`config.mk`:
```
export PLATFORM = sky130hd
export DESIGN_NAME = vga_timing_gen
export DESIGN_NICKNAME = d
export VERILOG_FILES = /design/src/rtl/vga_pkg.sv /design/src/rtl/vga_axis_cnt.sv /design/src/rtl/vga_timing_gen.sv
export SDC_FILE = /design/constraint.sdc
export NUM_CORES = 1
export LEC_CHECK = 0
export BUFFER_PORTS_ARGS = -buffer_cell sky130_fd_sc_hd__buf_2
export CORE_AREA = 2 2 78 80
export DETAILED_ROUTE_END_ITERATION = 12
export DIE_AREA = 0 0 80 82
export PLACE_DENSITY_LB_ADDON = 0.3
export SLEW_MARGIN = 20
export SYNTH_ARGS = -nofsm -noshare
export SYNTH_HDL_FRONTEND = slang
export SYNTH_SLANG_ARGS = --single-unit
```
`constraint.sdc`:
```
create_clock -name clk -period 4.45 [get_ports clk]
set_input_delay 0.2225 -clock clk [delete_from_list [all_inputs] [get_ports clk]]
set_output_delay 0.2225 -clock clk [all_outputs]
set_load 0.01 [all_outputs]
```
`src/rtl/vga_pkg.sv`:
```
// Shared VGA timing constants and helpers used by the raster generator and its axis counters.
package vga_pkg;

    localparam int unsigned VGA640_H_ACTIVE = 640;
    localparam int unsigned VGA640_H_FP     = 16;
    localparam int unsigned VGA640_H_SYNC   = 96;
    localparam int unsigned VGA640_H_BP     = 48;
    localparam int unsigned VGA640_V_ACTIVE = 480;
    localparam int unsigned VGA640_V_FP     = 10;
    localparam int unsigned VGA640_V_SYNC   = 2;
    localparam int unsigned VGA640_V_BP     = 33;
    localparam bit          VGA640_HS_POL   = 1'b0;
    localparam bit          VGA640_VS_POL   = 1'b0;

    // 800x600@60 uses positive sync on both axes.
    localparam int unsigned VGA800_H_ACTIVE = 800;
    localparam int unsigned VGA800_H_FP     = 40;
    localparam int unsigned VGA800_H_SYNC   = 128;
    localparam int unsigned VGA800_H_BP     = 88;
    localparam int unsigned VGA800_V_ACTIVE = 600;
    localparam int unsigned VGA800_V_FP     = 1;
    localparam int unsigned VGA800_V_SYNC   = 4;
    localparam int unsigned VGA800_V_BP     = 23;
    localparam bit          VGA800_HS_POL   = 1'b1;
    localparam bit          VGA800_VS_POL   = 1'b1;

    function automatic int unsigned vga_total(input int unsigned active,
                                              input int unsigned fp,
                                              input int unsigned sync,
                                              input int unsigned bp);
        return active + fp + sync + bp;
    endfunction

endpackage

```
`src/rtl/vga_axis_cnt.sv`:
```
// One raster axis: a position counter with combinational active/sync/wrap decode of the
// position it is about to emit.
module vga_axis_cnt
    import vga_pkg::*;
#(
    parameter int unsigned ACTIVE = 640,
    parameter int unsigned FP     = 16,
    parameter int unsigned SYNC   = 96,
    parameter int unsigned BP     = 48,
    parameter bit          POL    = 1'b0,
    parameter int unsigned CNT_W  = 10
) (
    input  logic             clk,
    input  logic             rst_n,
    input  logic             adv,
    output logic [CNT_W-1:0] cnt,
    output logic             active,
    output logic             sync,
    output logic             wrap
);

    localparam int unsigned      TOTAL      = vga_total(ACTIVE, FP, SYNC, BP);
    localparam logic [CNT_W-1:0] LAST       = CNT_W'(TOTAL - 1);
    localparam logic [CNT_W-1:0] ACTIVE_END = CNT_W'(ACTIVE);
    localparam logic [CNT_W-1:0] SYNC_START = CNT_W'(ACTIVE + FP);
    localparam logic [CNT_W-1:0] SYNC_END   = CNT_W'(ACTIVE + FP + SYNC);

    if (ACTIVE == 0 || FP == 0 || SYNC == 0 || BP == 0) begin : g_bad_phase
        $error("vga_axis_cnt: every timing phase must be at least one unit wide");
    end
    if (64'(TOTAL) > (64'd1 << CNT_W)) begin : g_bad_width
        $error("vga_axis_cnt: CNT_W too narrow for the axis total");
    end

    logic [CNT_W-1:0] r_cnt;
    logic             w_last;

    assign w_last = (r_cnt == LAST);

    always_ff @(posedge clk or negedge rst_n) begin
        if (!rst_n) begin
            r_cnt <= '0;
        end else if (adv) begin
            r_cnt <= w_last ? '0 : r_cnt + 1'b1;
        end
    end

    // Phase order along the axis is active, front porch, sync, back porch.
    assign cnt    = r_cnt;
    assign active = (r_cnt < ACTIVE_END);
    assign sync   = ((r_cnt >= SYNC_START) && (r_cnt < SYNC_END)) ? POL : ~POL;
    assign wrap   = w_last;

endmodule

```
`src/rtl/vga_timing_gen.sv`:
```
// Parametrised VGA raster timing generator: registered sync/draw/position outputs,
// start-of-line/frame strobes and a completed-frame counter, paced by a pixel enable.
module vga_timing_gen
    import vga_pkg::*;
#(
    parameter int unsigned H_ACTIVE = VGA640_H_ACTIVE,
    parameter int unsigned H_FP     = VGA640_H_FP,
    parameter int unsigned H_SYNC   = VGA640_H_SYNC,
    parameter int unsigned H_BP     = VGA640_H_BP,
    parameter int unsigned V_ACTIVE = VGA640_V_ACTIVE,
    parameter int unsigned V_FP     = VGA640_V_FP,
    parameter int unsigned V_SYNC   = VGA640_V_SYNC,
    parameter int unsigned V_BP     = VGA640_V_BP,
    parameter bit          HS_POL   = VGA640_HS_POL,
    parameter bit          VS_POL   = VGA640_VS_POL,
    parameter int unsigned CNT_W    = 10,
    parameter int unsigned FRAME_W  = 8
) (
    input  logic               clk,
    input  logic               rst_n,
    input  logic               ce,
    output logic               draw,
    output logic               hs,
    output logic               vs,
    output logic [CNT_W-1:0]   x,
    output logic [CNT_W-1:0]   y,
    output logic               sol,
    output logic               sof,
    output logic [FRAME_W-1:0] frame_cnt
);

    if (FRAME_W == 0) begin : g_bad_frame_w
        $error("vga_timing_gen: FRAME_W must be at least 1");
    end

    logic [CNT_W-1:0]   w_hc;
    logic [CNT_W-1:0]   w_vc;
    logic               w_h_active;
    logic               w_v_active;
    logic               w_h_sync;
    logic               w_v_sync;
    logic               w_h_wrap;
    logic               w_v_wrap;
    logic               w_v_adv;

    logic [FRAME_W-1:0] r_frame;
    logic [CNT_W-1:0]   r_x;
    logic [CNT_W-1:0]   r_y;
    logic               r_draw;
    logic               r_hs;
    logic               r_vs;
    logic               r_sol;
    logic               r_sof;
    logic [FRAME_W-1:0] r_frame_cnt;

    assign w_v_adv = ce & w_h_wrap;

    vga_axis_cnt #(
        .ACTIVE (H_ACTIVE),
        .FP     (H_FP),
        .SYNC   (H_SYNC),
        .BP     (H_BP),
        .POL    (HS_POL),
        .CNT_W  (CNT_W)
    ) u_h_axis (
        .clk    (clk),
        .rst_n  (rst_n),
        .adv    (ce),
        .cnt    (w_hc),
        .active (w_h_active),
        .sync   (w_h_sync),
        .wrap   (w_h_wrap)
    );

    vga_axis_cnt #(
        .ACTIVE (V_ACTIVE),
        .FP     (V_FP),
        .SYNC   (V_SYNC),
        .BP     (V_BP),
        .POL    (VS_POL),
        .CNT_W  (CNT_W)
    ) u_v_axis (
        .clk    (clk),
        .rst_n  (rst_n),
        .adv    (w_v_adv),
        .cnt    (w_vc),
        .active (w_v_active),
        .sync   (w_v_sync),
        .wrap   (w_v_wrap)
    );

    // Bumps alongside the raster wrap so the registered copy below lands together with sof.
    always_ff @(posedge clk or negedge rst_n) begin
        if (!rst_n) begin
            r_frame <= '0;
        end else if (ce && w_h_wrap && w_v_wrap) begin
            r_frame <= r_frame + 1'b1;
        end
    end

    // All outputs sample the same pre-increment position; strobes drop on any non-ce edge.
    always_ff @(posedge clk or negedge rst_n) begin
        if (!rst_n) begin
            r_x         <= '0;
            r_y         <= '0;
            r_draw      <= 1'b0;
            r_hs        <= ~HS_POL;
            r_vs        <= ~VS_POL;
            r_sol       <= 1'b0;
            r_sof       <= 1'b0;
            r_frame_cnt <= '0;
        end else if (ce) begin
            r_x         <= w_hc;
            r_y         <= w_vc;
            r_draw      <= w_h_active & w_v_active;
            r_hs        <= w_h_sync;
            r_vs        <= w_v_sync;
            r_sol       <= (w_hc == '0);
            r_sof       <= (w_hc == '0) && (w_vc == '0);
            r_frame_cnt <= r_frame;
        end else begin
            r_sol       <= 1'b0;
            r_sof       <= 1'b0;
        end
    end

    assign x         = r_x;
    assign y         = r_y;
    assign draw      = r_draw;
    assign hs        = r_hs;
    assign vs        = r_vs;
    assign sol       = r_sol;
    assign sof       = r_sof;
    assign frame_cnt = r_frame_cnt;

endmodule

```
Word level (Yosys, flattened, before mapping)

Cells that the tools add are included.

Output and inout bits: 33
Flip-flop bits (word level): 61
Word-level logic and storage cells: 37
Input port bits: 3

Equality and inequality tests: 2
Bitwise operators: 2
Multiplexer cells: 6
Reductions and logical operators: 7
Order comparisons: 6
Add/subtract/negate cells: 3

Operators by type and width:

| kind                                                                          | count |
|---|---|
| 10-bit by 1-bit adder with 10-bit output, second input constant               | 2 |
| 10-bit == test, second input constant                                         | 2 |
| 10-bit zero test                                                              | 2 |
| 10-bit less-than comparator, second input constant                            | 2 |
| 10-bit by 9-bit less-than comparator with 1-bit output, second input constant | 2 |
| 10-bit two-way mux                                                            | 2 |
| 10-bit >= comparator, second input constant                                   | 1 |
| 10-bit by 9-bit >= comparator with 1-bit output, second input constant        | 1 |
| 8-bit by 1-bit adder with 8-bit output, second input constant                 | 1 |
| 1-bit logical AND                                                             | 5 |
| 1-bit two-way mux                                                             | 4 |
| 1-bit AND                                                                     | 2 |

Logic depth before layout (Yosys ltp)

Gate-level depths: netlist of run 1.

Depth in word-level cells: 3
Depth in mapped cells: 7
Depth with buffers taken out: 6

Cells and area by module

From an unflattened synthesis of run 1, not the netlist that was laid out.

Cells, all modules: 232
Area, all modules: 2776.4 sq um

By module, submodules not included:

| module                  | seq. area each (sq um) | area an instance (sq um) | cells an instance | instances |
|---|---|---|---|---|
| vga_timing_gen          | 1028.5                 | 1621.6                   | 107               | 1 |
| vga_axis_cnt (u_v_axis) | 250.2                  | 581.8                    | 63                | 1 |
| vga_axis_cnt (u_h_axis) | 250.2                  | 573.0                    | 62                | 1 |

Least setup slack after synthesis of run 1

Ideal clock, no wire load.

Path kind: flip-flop to flip-flop
From: register u_h_axis.r_cnt[5] (netlist: u_h_axis.cnt[5])
To: register r_frame[1]
Clock period less this slack: 2.015 ns
Data required time: 4.325 ns
Path buffers: 2
Setup time: 0.125 ns
Cell stages (with the launch flop): 7
Data arrival time: 1.890 ns
Setup slack: 2.435 ns
Path through: dfrtp_1 -> buf_6 -> nand4bb_4 -> or4_4 -> buf_6 -> nor2_2 -> mux2_2

Word-level cells in the longest chain between the ends: 3

RTL lines:

| element                         | line                 | RTL |
|---|---|---|
| start: declaration              | vga_axis_cnt.sv:35   | `logic [CNT_W-1:0] r_cnt;` |
| start signal: assignment        | vga_axis_cnt.sv:44   | `r_cnt <= w_last ? '0 : r_cnt + 1'b1;` |
| 10-bit == test                  | vga_axis_cnt.sv:38   | `assign w_last = (r_cnt == LAST);` |
| 1-bit logical AND (2 in series) | vga_timing_gen.sv:96 | `end else if (ce && w_h_wrap && w_v_wrap) begin` |
| end signal: assignment          | vga_timing_gen.sv:97 | `r_frame <= r_frame + 1'b1;` |
| end: declaration                | vga_timing_gen.sv:46 | `logic [FRAME_W-1:0] r_frame;` |

No other way between the ends.
A chain may end at the register's enable or synchronous reset.

Worst setup path in the final report of run 1

From: register u_h_axis.r_cnt[1] (netlist: u_h_axis.cnt[1])
To: register r_frame[1]

The elaborated chain is that of the path after synthesis.

==> qor.yml, run 1 <==
setup_violations: 0
ys_warn_count: 0
p_clk_frac: 0.395
fin_hold_ws_ns: 0.03638
clk_pin_slew_ns: 0.07
setup_ws_ns: 2.193
synth-xor-area-share: 0.05105
peakVddDrop_v: 0.0002180
seqPwrFrac: 0.488
ff2ff_setup_slack_ns: 2.19
synth_top_family_by_area: "simple AND/OR/NAND/NOR gates"
nets: 270
synthAdderAreaFrac: 0.02279
final_area_mm2: 0.003189
crit_start: "u_h_axis.cnt[1]$_DFFE_PN0P_"
drt-vias-per-instance: 5.377
track_usage: 0.1678
grt_start_max_net_pins: 62
p_int_mw: 1.042
grt_pass1_vias: 1739
hold_viol: 0
ios: 36
die_x_um: 80
first_pass_iters: 4
clk_path_buf_depth: 2
die_h_um: 82
yosysSeqAreaShare: 0.5570
ys_ff_latch: 61
cts_hold_buf: 0
maxCapViolCount: 0
r2r_start: "u_h_axis.cnt[1]$_DFFE_PN0P_"
synth.most_common_cell: "dfrtp_1"
dieArea_mm2: 0.006560
cpPeakStageDelay_ns: 0.66
crit_type: "reg -> reg"
cts.sinks: 61
vias: 1839
cts_tree: "built"
area_delta_synth_final_pct: 16.18
max_freq_mhz: 443.1
cp_slowest_cell: "or4_4"
power_density_mw_per_mm2: 438.7
syn_nets: 234
drt-initial-drc-count: 78
rows: 28
grt_setup_unrepaired: "no"
fin_setup_tns_ns: 0
hold_class: "in -> async"
cts_setup_buffers: 0
critical_path.top_delay_family: "simple AND/OR/NAND/NOR gates"
synthMuxAreaShare: 0.1263
grt_pass1_wl_um: 8259
drc_errors: 0
tightest_slew_ns: 0.7401
crit_path_end_kind: "flip-flop"
postRouteAntennaNets: 0
insertion_delay_ns: 0.34
synth_compound_area_frac: 0.04284
synth_top_area_share: 0.5378
dp_slack_ns: 2.059
wl_per_cell_um: 14.43
portBuffers: 35
cts_buffers: 9
p_total_mw: 1.399
placed_cells: 326
synth_area_leaders: "dfrtp_1 (54%), mux2_2 (12%), xor2_1 (2.9%)"
comb_power_share: 0.117
status: "finished, final reports clean"
coreArea_mm2: 0.005746
worstPathArrival_ns: 2.48
period_share: 0.5071
drive_gt1_frac: 0.3333
synth-edff-count: 0
crit_path_start_kind: "flip-flop"
cp.buffers_inverters: 0
root_buffer: "clkbuf_8"
p_sw_mw: 0.3571
synthTopCellsByCount: "dfrtp_1 (59), mux2_2 (29), nand3_1 (12), o21ai_0 (12)"
swShare: 0.2553
period_needed_ns: 2.257
yosys.area_share.simple: 0.1618
skew_ns: 0.01174
gp_congestion: 0.7856
place_area_mm2: 0.002958
cts_resized: 0
start_util: 0.4778
ys_async_sr_fraction: 1.000
relSlewSlack: 0.5066
ys.flop_type: "dfrtp_1"
syn_avg_cell_area_um2: 12.15
ys_types: 37
p_leak_nw: 1.538
drt_wl_total_um: 4934
dpl.hpwl_um: 3208
grt-ovfl-total: 0
cp_max_fo: 16
required_ns: 4.67
diodes: 0
instances_no_fill: 342
antenna_found_initial: 0
crit_chain: "ha_1 > nand2_1 > or4_4 > nor2_2 > mux2_2"
fin_util: 0.5551
h-tree-depth: 3
netlist_instances: 226
yosysTopAreaCell: "dfrtp_1"
slew_violations: 0
synth_area_mm2: 0.002745
==> power by group through the flow <==
stage                     logic [mW]  clock network [mW]  registers [mW]
after floorplan                0.122                   0           0.676
after global placement         0.163                   0           0.691
after detailed placement       0.166                   0           0.694
after CTS                      0.167               0.560           0.683
after global routing           0.186               0.583           0.695
final                          0.164               0.552           0.683
==> cell families (layout without fill, tap and decap cells) <==
family,after synthesis,count (layout)
flops,61,61
compound gates,21,21
xor+xnor,16,16
buf+inv,21,62
simple gates,71,71
fa+ha+maj,5,5
mux,31,31
==> flip-flops by register name (all words and copies together) (netlist names) <==
register	cells
x	10
y	10
u_v_axis.cnt	10
vs	1
sol	1
r_frame	8
draw	1
hs	1
u_h_axis.cnt	10
sof	1
frame_cnt	8
==> layout by cell type, fill, tap and decap left out, types with 4 or more instances in the layout <==
cell,Yosys,routed
o21ai_0,12,12
a21oi_1,5,5
dfrtp_1,59,59
ha_1,5,5
nand3_1,12,12
xor2_1,9,9
buf_2,2,35
nor2_1,7,7
nand4_1,6,6
inv_1,9,9
mux2_2,29,29
clkbuf_8,0,11
nor4_1,9,8
xnor2_1,7,7
nor3_1,7,7
or3_1,4,4
nand2_1,9,9
==> final timing paths <==
kind | cells past startpoint | endpoint
setup / recovery | 5 | r_frame[1]$_DFFE_PN0P_
hold / removal | 2 | frame_cnt[0]$_DFFE_PN0P_
setup reg to reg | 5 | r_frame[1]$_DFFE_PN0P_
hold reg to reg | 1 | r_frame[7]$_DFFE_PN0P_
max in group asynchronous | 2 | y[3]$_DFFE_PN0P_
min in group clk | 4 | hs$_DFFE_PN1P_
==> metal layers <==
metal / up-vias / wire length, um / global-route usage
li1: 879 / - / -
met4: 0 / 132 / 0.1068
met2: 35 / 2193 / 0.2367
met5: - / 0 / 0
met3: 8 / 181 / 0.02967
met1: 917 / 2426 / 0.2395
==> cell type report <==
| cell class | instances | area, um2 |
|---|---|---|
| Fill cell | 507 | 2556 |
| Sequential cell | 61 | 1529 |
| Clock buffer | 12 | 155.1 |
| Clock inverter | 4 | 70.07 |
| Tap cell | 75 | 93.84 |
| Inverter | 9 | 33.78 |
| Multi-Input combinational cell | 144 | 1117 |
| Timing Repair Buffer | 37 | 190.2 |
==> worst reg2reg max path: stages, from the launching register on <==
cell	delay, ns
dfrtp_1	0.44
ha_1	0.23
nand2_1	0.16
or4_4	0.66
nor2_2	0.28
mux2_2	0.37
(Power assumes the default switching activity.)
==> run 2, diff against run 1 <==
Clock period 4.45 ns to 2.3 ns, I/O delays scaled along.
==> run 2 against run 1 <==
Net effect:
- clock skew is 0.0042 ns lower
- clock power is 80% higher
- via count is 1.5% higher
- hold slack better by 0.17 ns
- fmax is 9.1% higher
- non-clock buffer count is 5 higher
- power is 89% higher
==> qor.yml, run 2 (same netlist as run 1, synthesis figures left out) <==
drt_wl_total_um: 5261  # +6.6%
final_common_cell: "dfrtp_1"
nets: 275  # +1.9%
gp_congestion: 0.7970  # +1.5%
clk_pin_slew_ns: 0.07  # about the same
cts.sinks: 61  # unchanged
root_buffer: "clkbuf_8"
area_delta_synth_final_pct: 16.91
maxCapViolCount: 0  # unchanged
place_area_mm2: 0.002988  # +1.0%
ios: 36  # unchanged
p_leak_nw: 1.553  # +0.94%
relSlewSlack: 0.5639  # +0.05735
dpl.hpwl_um: 3581  # +12%
dieArea_mm2: 0.006560  # unchanged
antenna_found_initial: 0  # unchanged
final_area_mm2: 0.003209  # +0.63%
holdCritStartpoint: "ce"
insertion_delay_ns: 0.34  # about the same
wl_per_cell_um: 15.16  # +5.1%
die_x_um: 80  # unchanged
diodes: 0  # unchanged
track_usage: 0.1830  # +0.01518
cts_buffers: 9  # unchanged
wl_met3_um: 269  # +49%
crit_path_end_kind: "flip-flop"
clk_path_buf_depth: 2  # unchanged
grt-ovfl-total: 0  # unchanged
hold_viol: 0  # unchanged
skew_ns: 0.007504  # -0.004237 ns
cp_max_fo: 16  # unchanged
start_util: 0.4778  # unchanged
crit_type: "reg -> reg"
period_needed_ns: 2.069  # -0.1879 ns
crit_path_start_kind: "flip-flop"
grt_pass1_vias: 1839  # +5.8%
wl_met1_um: 2491  # +2.7%
cts_tree: "built"
max_freq_mhz: 483.4  # +9.1%
rows: 28  # unchanged
h-tree-depth: 3  # unchanged
slew_violations: 0  # unchanged
drive_gt1_frac: 0.3382  # +0.004902
power_density_mw_per_mm2: 822.1  # +87%
crit_start: "u_h_axis.cnt[5]$_DFFE_PN0P_"
portBuffers: 35  # unchanged
n_fill_cell: 522  # +3.0%
tightest_slew_ns: 0.6450  # -0.09511 ns
placed_cells: 330  # +1.2%
r2r_start: "u_h_axis.cnt[5]$_DFFE_PN0P_"
die_h_um: 82  # unchanged
coreArea_mm2: 0.005746  # unchanged
vias: 1867  # +1.5%
status: "finished, final reports clean"
wl_met2_um: 2373  # +8.2%
worstPathArrival_ns: 2.34  # -0.14 ns
period_share: 0.8994  # +0.3923
instances_no_fill: 347  # +1.5%
drt-vias-per-instance: 5.380  # about the same
required_ns: 2.57  # -2.10 ns
fin_setup_tns_ns: 0  # unchanged
fin_hold_ws_ns: 0.2073  # +0.1709 ns
grt_start_max_net_pins: 44  # -29%
peakVddDrop_v: 0.0004944  # +130%
layout_common_cells: "dfrtp_1 (59), buf_2 (35), mux2_2 (29)"
drc_errors: 0  # unchanged
postRouteAntennaNets: 0  # unchanged
grt_setup_unrepaired: "no"
top_layer: "met4"
setup_violations: 0  # unchanged
hold_class: "in -> reg"
drt-initial-drc-count: 94  # +21%
first_pass_iters: 4  # unchanged
grt_pass1_wl_um: 8845  # +7.1%
[run 2: repair_timing]
item | in CTS | in global routing
hold buffers | 1 | 0
setup buffers | 0 | 0
gates resized for setup | 0 | 0
hold endpoints to repair | 24 | 0
[run 2: path summary, 6_finish.rpt]
kind	to	slack [ns]	cells past startpoint
setup / recovery	r_frame[5]$_DFFE_PN0P_	0.23	4
hold / removal	u_h_axis.cnt[2]$_DFFE_PN0P_	0.21	3
setup reg to reg	r_frame[5]$_DFFE_PN0P_	0.23	4
hold reg to reg	r_frame[7]$_DFFE_PN0P_	0.47	1
max in group asynchronous	x[4]$_DFFE_PN0P_	1.29	3
min in group asynchronous	frame_cnt[2]$_DFFE_PN0P_	0.33	2
[run 2: report_power, final]
part	switching, mW	internal, mW
registers	0.129	1.18
clock network	0.403	0.587
logic	0.164	0.172
total	0.695	1.94
[run 2: metal layers]
layer,global-route usage,vias up
met5,0,-
met2,0.2683,44
met3,0.06593,11
li1,-,893
met4,0.08644,0
met1,0.2425,919
[run 2: cell type report]
class | instances | area [um2] | area share
sequential | 61 | 1529 | 0.4764
multi-input combinational | 144 | 1111 | 0.3462
clock inverter | 3 | 42.54 | 0.01326
timing repair buffer | 42 | 230.2 | 0.07173
tap | 75 | 93.84 | 0.02924
clock buffer | 13 | 168.9 | 0.05263
inverter | 9 | 33.78 | 0.01053
[run 2: worst max-delay path: stages, from the launching register on]
cell and delay, ns:
dfrtp_1 0.47, nand4bb_4 0.29, or4_4 0.66, nor4_1 0.40
xor2_1 0.17
[run 2: per-stage QoR]
| stage | util | power [mW] | setup WS (ns) |
|---|---|---|---|
| after floorplan | - | 1.545 | 0.2854 |
| after global placement | 0.5200 | 1.659 | 0.3094 |
| after detailed placement | 0.5200 | 1.664 | 0.2473 |
| after CTS | 0.5586 | 2.662 | 0.2277 |
| after global routing | 0.5586 | 2.775 | 0.1216 |
| final | 0.5586 | 2.638 | 0.2314 |
